==> config.mk <==
export PLATFORM = sky130hd
export DESIGN_NAME = wb_regfile_stage
export DESIGN_NICKNAME = d
export VERILOG_FILES = /design/src/rtl/wb_regfile_stage_pkg.sv /design/src/rtl/wb_regfile_stage_register_file.sv /design/src/rtl/wb_regfile_stage.sv
export SDC_FILE = /design/constraint.sdc
export NUM_CORES = 2
export LEC_CHECK = 0
export ABC_AREA = 1
export CAP_MARGIN = 10
export CELL_PAD_IN_SITES_DETAIL_PLACEMENT = 1
export CELL_PAD_IN_SITES_GLOBAL_PLACEMENT = 1
export CORE_ASPECT_RATIO = 0.7
export CORE_UTILIZATION = 40
export DETAILED_ROUTE_END_ITERATION = 6
export PLACE_DENSITY_LB_ADDON = 0.1
export REMOVE_ABC_BUFFERS = 1
export SKIP_CTS_REPAIR_TIMING = 1
export SLEW_MARGIN = 20
export SYNTH_ARGS = -nofsm -noshare
export SYNTH_HDL_FRONTEND = slang
export SYNTH_SLANG_ARGS = --single-unit
==> constraint.sdc <==
create_clock -name CLK -period 4.4 [get_ports CLK]
set_input_delay 0.88 -clock CLK [delete_from_list [all_inputs] [get_ports CLK]]
set_output_delay 0.88 -clock CLK [all_outputs]
set_load 0.05 [all_outputs]
==> src/rtl/wb_regfile_stage_pkg.sv <==
// Shared definitions for the writeback stage: widths, result-select
// encodings and the register-file write-port payload.
package wb_regfile_stage_pkg;

  localparam int unsigned XLEN       = 32;
  localparam int unsigned REG_ADDR_W = 5;
  localparam int unsigned NUM_REGS   = 32;
  localparam int unsigned CNT_W      = 64;

  // Result_Src_Sel encodings; 2'b11 is reserved and falls back to the ALU.
  typedef enum logic [1:0] {
    RES_ALU  = 2'b00,
    RES_MEM  = 2'b01,
    RES_PC4  = 2'b10,
    RES_RSVD = 2'b11
  } res_sel_e;

  // Qualified write request into the register file.
  typedef struct packed {
    logic                  en;
    logic [REG_ADDR_W-1:0] addr;
    logic [XLEN-1:0]       data;
  } wr_port_t;

endpackage : wb_regfile_stage_pkg

==> src/rtl/wb_regfile_stage_register_file.sv <==
// 32x32 architectural register file: one synchronous write port, two
// asynchronous read ports, x0 hardwired to zero.
// Optional macro WB_BYPASS_EN: a read of the index being written this cycle
// returns the incoming write data instead of the stored (old) value.
// Ports:
//   clk, rst_n   clock, async active-low reset (clears all registers)
//   wr           qualified write request (en already includes Valid_W)
//   rs1, rs2     read addresses
//   rd1_c, rd2_c combinational read data
module wb_regfile_stage_register_file
  import wb_regfile_stage_pkg::*;
(
  input  logic                  clk,
  input  logic                  rst_n,
  input  wr_port_t              wr,
  input  logic [REG_ADDR_W-1:0] rs1,
  input  logic [REG_ADDR_W-1:0] rs2,
  output logic [XLEN-1:0]       rd1_c,
  output logic [XLEN-1:0]       rd2_c
);

  logic [XLEN-1:0] regs_q [NUM_REGS];

  // Storage and write port; entry 0 is never written so it stays zero.
  always_ff @(posedge clk or negedge rst_n) begin
    if (!rst_n) begin
      for (int i = 0; i < int'(NUM_REGS); i++) begin
        regs_q[i] <= '0;
      end
    end else if (wr.en && (wr.addr != '0)) begin
      regs_q[wr.addr] <= wr.data;
    end
  end

  // Read port 1.
  always_comb begin
    rd1_c = (rs1 == '0) ? '0 : regs_q[rs1];
`ifdef WB_BYPASS_EN
    if (wr.en && (wr.addr != '0) && (rs1 == wr.addr)) rd1_c = wr.data;
`endif
  end

  // Read port 2.
  always_comb begin
    rd2_c = (rs2 == '0) ? '0 : regs_q[rs2];
`ifdef WB_BYPASS_EN
    if (wr.en && (wr.addr != '0) && (rs2 == wr.addr)) rd2_c = wr.data;
`endif
  end

endmodule : wb_regfile_stage_register_file

==> src/rtl/wb_regfile_stage.sv <==
// RV32I writeback stage: selects the final result, writes it into the
// register file, serves decode's two read ports and counts retired
// instructions. Optional macro WB_BYPASS_EN enables write-through reads.
// Ports:
//   CLK, RST_N                clock, async active-low reset
//   REG_W_En_W, Valid_W       write enable / real-instruction qualifier
//   Result_Src_Sel_W, RD_W    result select, destination index
//   Data_Out_Ext_W, ALU_Out_W, PC_Plus_4_W  result candidates
//   RS1_D, RS2_D / RD1_D, RD2_D             decode read ports (combinational)
//   Result_W                  selected result (combinational, to forwarding)
//   Instret                   retired-instruction counter
module wb_regfile_stage
  import wb_regfile_stage_pkg::*;
(
  input  logic                  CLK,
  input  logic                  RST_N,
  input  logic                  REG_W_En_W,
  input  logic [1:0]            Result_Src_Sel_W,
  input  logic [REG_ADDR_W-1:0] RD_W,
  input  logic [XLEN-1:0]       Data_Out_Ext_W,
  input  logic [XLEN-1:0]       ALU_Out_W,
  input  logic [XLEN-1:0]       PC_Plus_4_W,
  input  logic                  Valid_W,
  input  logic [REG_ADDR_W-1:0] RS1_D,
  input  logic [REG_ADDR_W-1:0] RS2_D,
  output logic [XLEN-1:0]       RD1_D,
  output logic [XLEN-1:0]       RD2_D,
  output logic [XLEN-1:0]       Result_W,
  output logic [CNT_W-1:0]      Instret
);

  logic [CNT_W-1:0] instret_q;
  wr_port_t         wr;

  // Result select; the reserved code behaves as ALU.
  always_comb begin
    Result_W = ALU_Out_W;
    case (res_sel_e'(Result_Src_Sel_W))
      RES_MEM: Result_W = Data_Out_Ext_W;
      RES_PC4: Result_W = PC_Plus_4_W;
      default: Result_W = ALU_Out_W;
    endcase
  end

  // Bubbles never write.
  always_comb begin
    wr.en   = REG_W_En_W & Valid_W;
    wr.addr = RD_W;
    wr.data = Result_W;
  end

  wb_regfile_stage_register_file u_rf (
    .clk   (CLK),
    .rst_n (RST_N),
    .wr    (wr),
    .rs1   (RS1_D),
    .rs2   (RS2_D),
    .rd1_c (RD1_D),
    .rd2_c (RD2_D)
  );

  // Retired-instruction counter; wraps silently.
  always_ff @(posedge CLK or negedge RST_N) begin
    if (!RST_N) begin
      instret_q <= '0;
    end else if (Valid_W) begin
      instret_q <= instret_q + CNT_W'(1);
    end
  end

  assign Instret = instret_q;

endmodule : wb_regfile_stage

==> results by group <==
Status
  – Status: finished, final reports clean

Floorplan
  – Die area: 159000 µm²
  – Core Box Area: approximately 160000 µm²
  – Cell row count: roughly 120
  – Starting Density: 0.403
  – Die X: about 480 µm
  – Boundary Pins: 277
  – Die height: between 300 and 400 µm

Critical path
  – Critical path endpoint category: output port
  – Crit-path max cell delay: between 0.6 and 0.7 ns
  – CP Launch Type: input port
  – CP Cell Sequence: clkdlybuf4s50_1 > inv_1 > ha_2 > clkinv_2 > buf_4 > nand2_1 > o21ai_2 > buf_12
  – Critical path class: in2out
  – RR Startpoint: Instret[0]
  – Critical path required time: 3.52 ns
  – CP Max Fanout: 42
  – FF-to-FF End: Instret[62]
  – CP max-delay cell: buf_4
  – Reg2Reg Depth: 10
  – R2r setup slk: between 1.5 and 2 ns
  – Crit path DAT: about 3.3 ns

Final layout
  – Reg area: ~27000 µm²
  – Fin cells: approximately 11000
  – Layout Utilization: 0.473
  – Finished Cell Area: between 70000 and 80000 µm²
  – Share of layout cells above drive strength 1: 0.0799
  – Nets: around 8900
  – Synthesis-to-finish area growth: 17.3%
  – Commonest non-fill, non-tap cell in the layout: nand2_1
  – Commonest non-fill, non-tap cells in the layout: nand2_1, nand3_1, dfrtp_1
  – Fillers: 19300
  – Area taken by multi-input logic gates: between 30000 and 40000 µm²

Placed design
  – Global placement routability congestion: 0.916
  – IO Port Bufs: about 280
  – Cell Area, Placed: a little under 70000 µm²
  – Post-DP HPWL: approximately 170000 µm
  – Placed Cells: about 11000

Yosys
  – Gate Count Post-Synth: a little under 9000
  – Netlist cell types: 33
  – Post-Synthesis Cell Area: roughly 63000 µm²
  – Synth async-reset ratio: 1.00
  – #FFs+latches synth: approximately 1100
  – Syn. warnings: 0
  – Predominant post-synthesis flop cell: dfrtp_1
  – Sequential area share after synthesis: 0.434
  – EDFF count, synth: 0
  – Syn avg cell area: 7.12 µm²

STA
  – Max Freq: ~240 MHz
  – Slew headroom: 0.252
  – Final setup vio count: 0
  – Final count of hold timing violations: 0
  – Final setup skew: around 0.019 ns
  – WHS: between 0.1 and 0.15 ns
  – Tightest Pin Transition: between 1 and 1.5 ns
  – Final setup TNS: 0 ns
  – RSZ-0062 raised after global routing: false
  – Slew Viols, Final: 0
  – Fin crit share: 0.947
  – Final min period: approximately 4.2 ns

Clock tree
  – Skew-Pair Late Insertion Delay: between 0.7 and 0.8 ns
  – Clock Sinks: approximately 1100
  – CTS buffer count: 119
  – Clock root buffer: clkbuf_16
  – CTS tree: yes
  – H-tree depth: 3
  – Clk pin slew, worst setup/hold paths: 0.06 ns
  – Clock Tree Buf Depth: 3

Worst hold path
  – Hold WC Path Type: in2async

GRT
  – Largest net degree at the start of global routing: approximately 120
  – GR Overflow Total: 0
  – Total GRT Usage: 0.352
  – Initial antenna violation count: 1
  – Vias in the first global route: roughly 65000
  – First-pass GRT wire length: between 400000 and 500000 µm

Power and ir drop
  – PwrDens: roughly 430 nW/µm²
  – Static Leak: 32.4 nW
  – Peak VDD IR: 0.320 mV

Route
  – Final wirelength: 280000 µm
  – DRT iter0 DRCs: 6260
  – Number of nets still failing antenna checks after routing: 0
  – Number of vias per cell: roughly 6
  – Avg WL per Cell: approximately 26 µm
  – Drt first pass iters: 6
  – Via count: around 65000
  – DRC viols: 0

Job
  – Max Cap Viol: 0
through the flow:
stage                     power, mW  setup WS (ns)
after global routing           32.8          0.171
final                          31.5          0.233
after floorplan                17.0          -3.02
after global placement         19.9          0.302
after CTS                      31.5          0.253
after detailed placement       20.3          0.252
state kept, by name, summed over array words and instances (netlist names):
register / cells
u_rf.regs_q: 1024
Instret: 64
layer usage:
metal  vias up  routed length (µm)  global-route usage
met5         -                   0                   0
met4         0                8930               0.109
met3       509               21400              0.0557
met2      2482              122000               0.532
met1     32900              128000               0.512
li1      28700                   -                   -
cells by family (layout without fill, tap and decap cells):
kind of cell               count (synthesis)  in the layout  share of synthesized area
AOI/OAI and AO/OA                       1415           1415                      0.142
xor gates and xnor gates                  49             49                    0.00684
adders and majority gates                  3              3                   0.000598
buffers and inverters                   1007           1032                     0.0684
DFF                                     1088           1088                      0.434
other                                      0              1                          0
and+or+nand+nor                         5261           5261                      0.348
cell usage after synthesis (all sizes together), types with 2 or more instances:
master / n / share of area
xor2: 29 / 0.0040
o21ai: 517 / 0.043
a22o: 32 / 0.0045
inv: 253 / 0.015
nand3: 1497 / 0.12
nor2: 267 / 0.018
nor4: 2 / 0.00020
clkbuf: 317 / 0.019
dfrtp: 1088 / 0.43
nand2: 3450 / 0.21
nand4: 19 / 0.0019
buf: 436 / 0.034
ha: 3 / 0.00060
a21oi: 212 / 0.017
xnor2: 20 / 0.0028
nand3b: 6 / 0.00072
o21a: 653 / 0.078
nor3: 17 / 0.0014
and2: 2 / 0.00020
power by group:
| group | total (mW) | leakage (nW) | switching [mW] | internal (mW) |
|---|---|---|---|---|
| Combinational | 7.11 | 16.4 | 4.29 | 2.82 |
| Sequential | 13.1 | 13.9 | 1.39 | 11.7 |
| Clock | 11.3 | 2.11 | 4.60 | 6.66 |
how the worst max path moves through the flow:
stage / slack (ns) / endpoint / start
after floorplan: -3.02 / RD2_D[15] / RS2_D[1]
after global placement: 0.30 / Result_W[27] / Result_Src_Sel_W[0]
after detailed placement: 0.25 / Result_W[21] / Result_Src_Sel_W[0]
after CTS: 0.25 / Result_W[21] / Result_Src_Sel_W[0]
after global routing: 0.17 / Result_W[27] / Result_Src_Sel_W[0]
final: 0.23 / Result_W[21] / Result_Src_Sel_W[0]
layout make-up:
type                       count  area share
tap                         2091      0.0355
inverter                     254      0.0135
multi-input combinational   6728       0.426
clock buffer                 173      0.0481
clock inverter                46     0.00983
timing repair buffer         559      0.0973
antenna                        1   0.0000340
sequential                  1088       0.370
worst max-delay path: cells and delay by family:
kind | cells | cell delay [ns]
buffers and inverters | 5 | 1.57
and+or+nand+nor | 1 | 0.18
AOI/OAI and AO/OA | 1 | 0.18
adders and majority gates | 1 | 0.31
(Power assumes the default switching activity.)
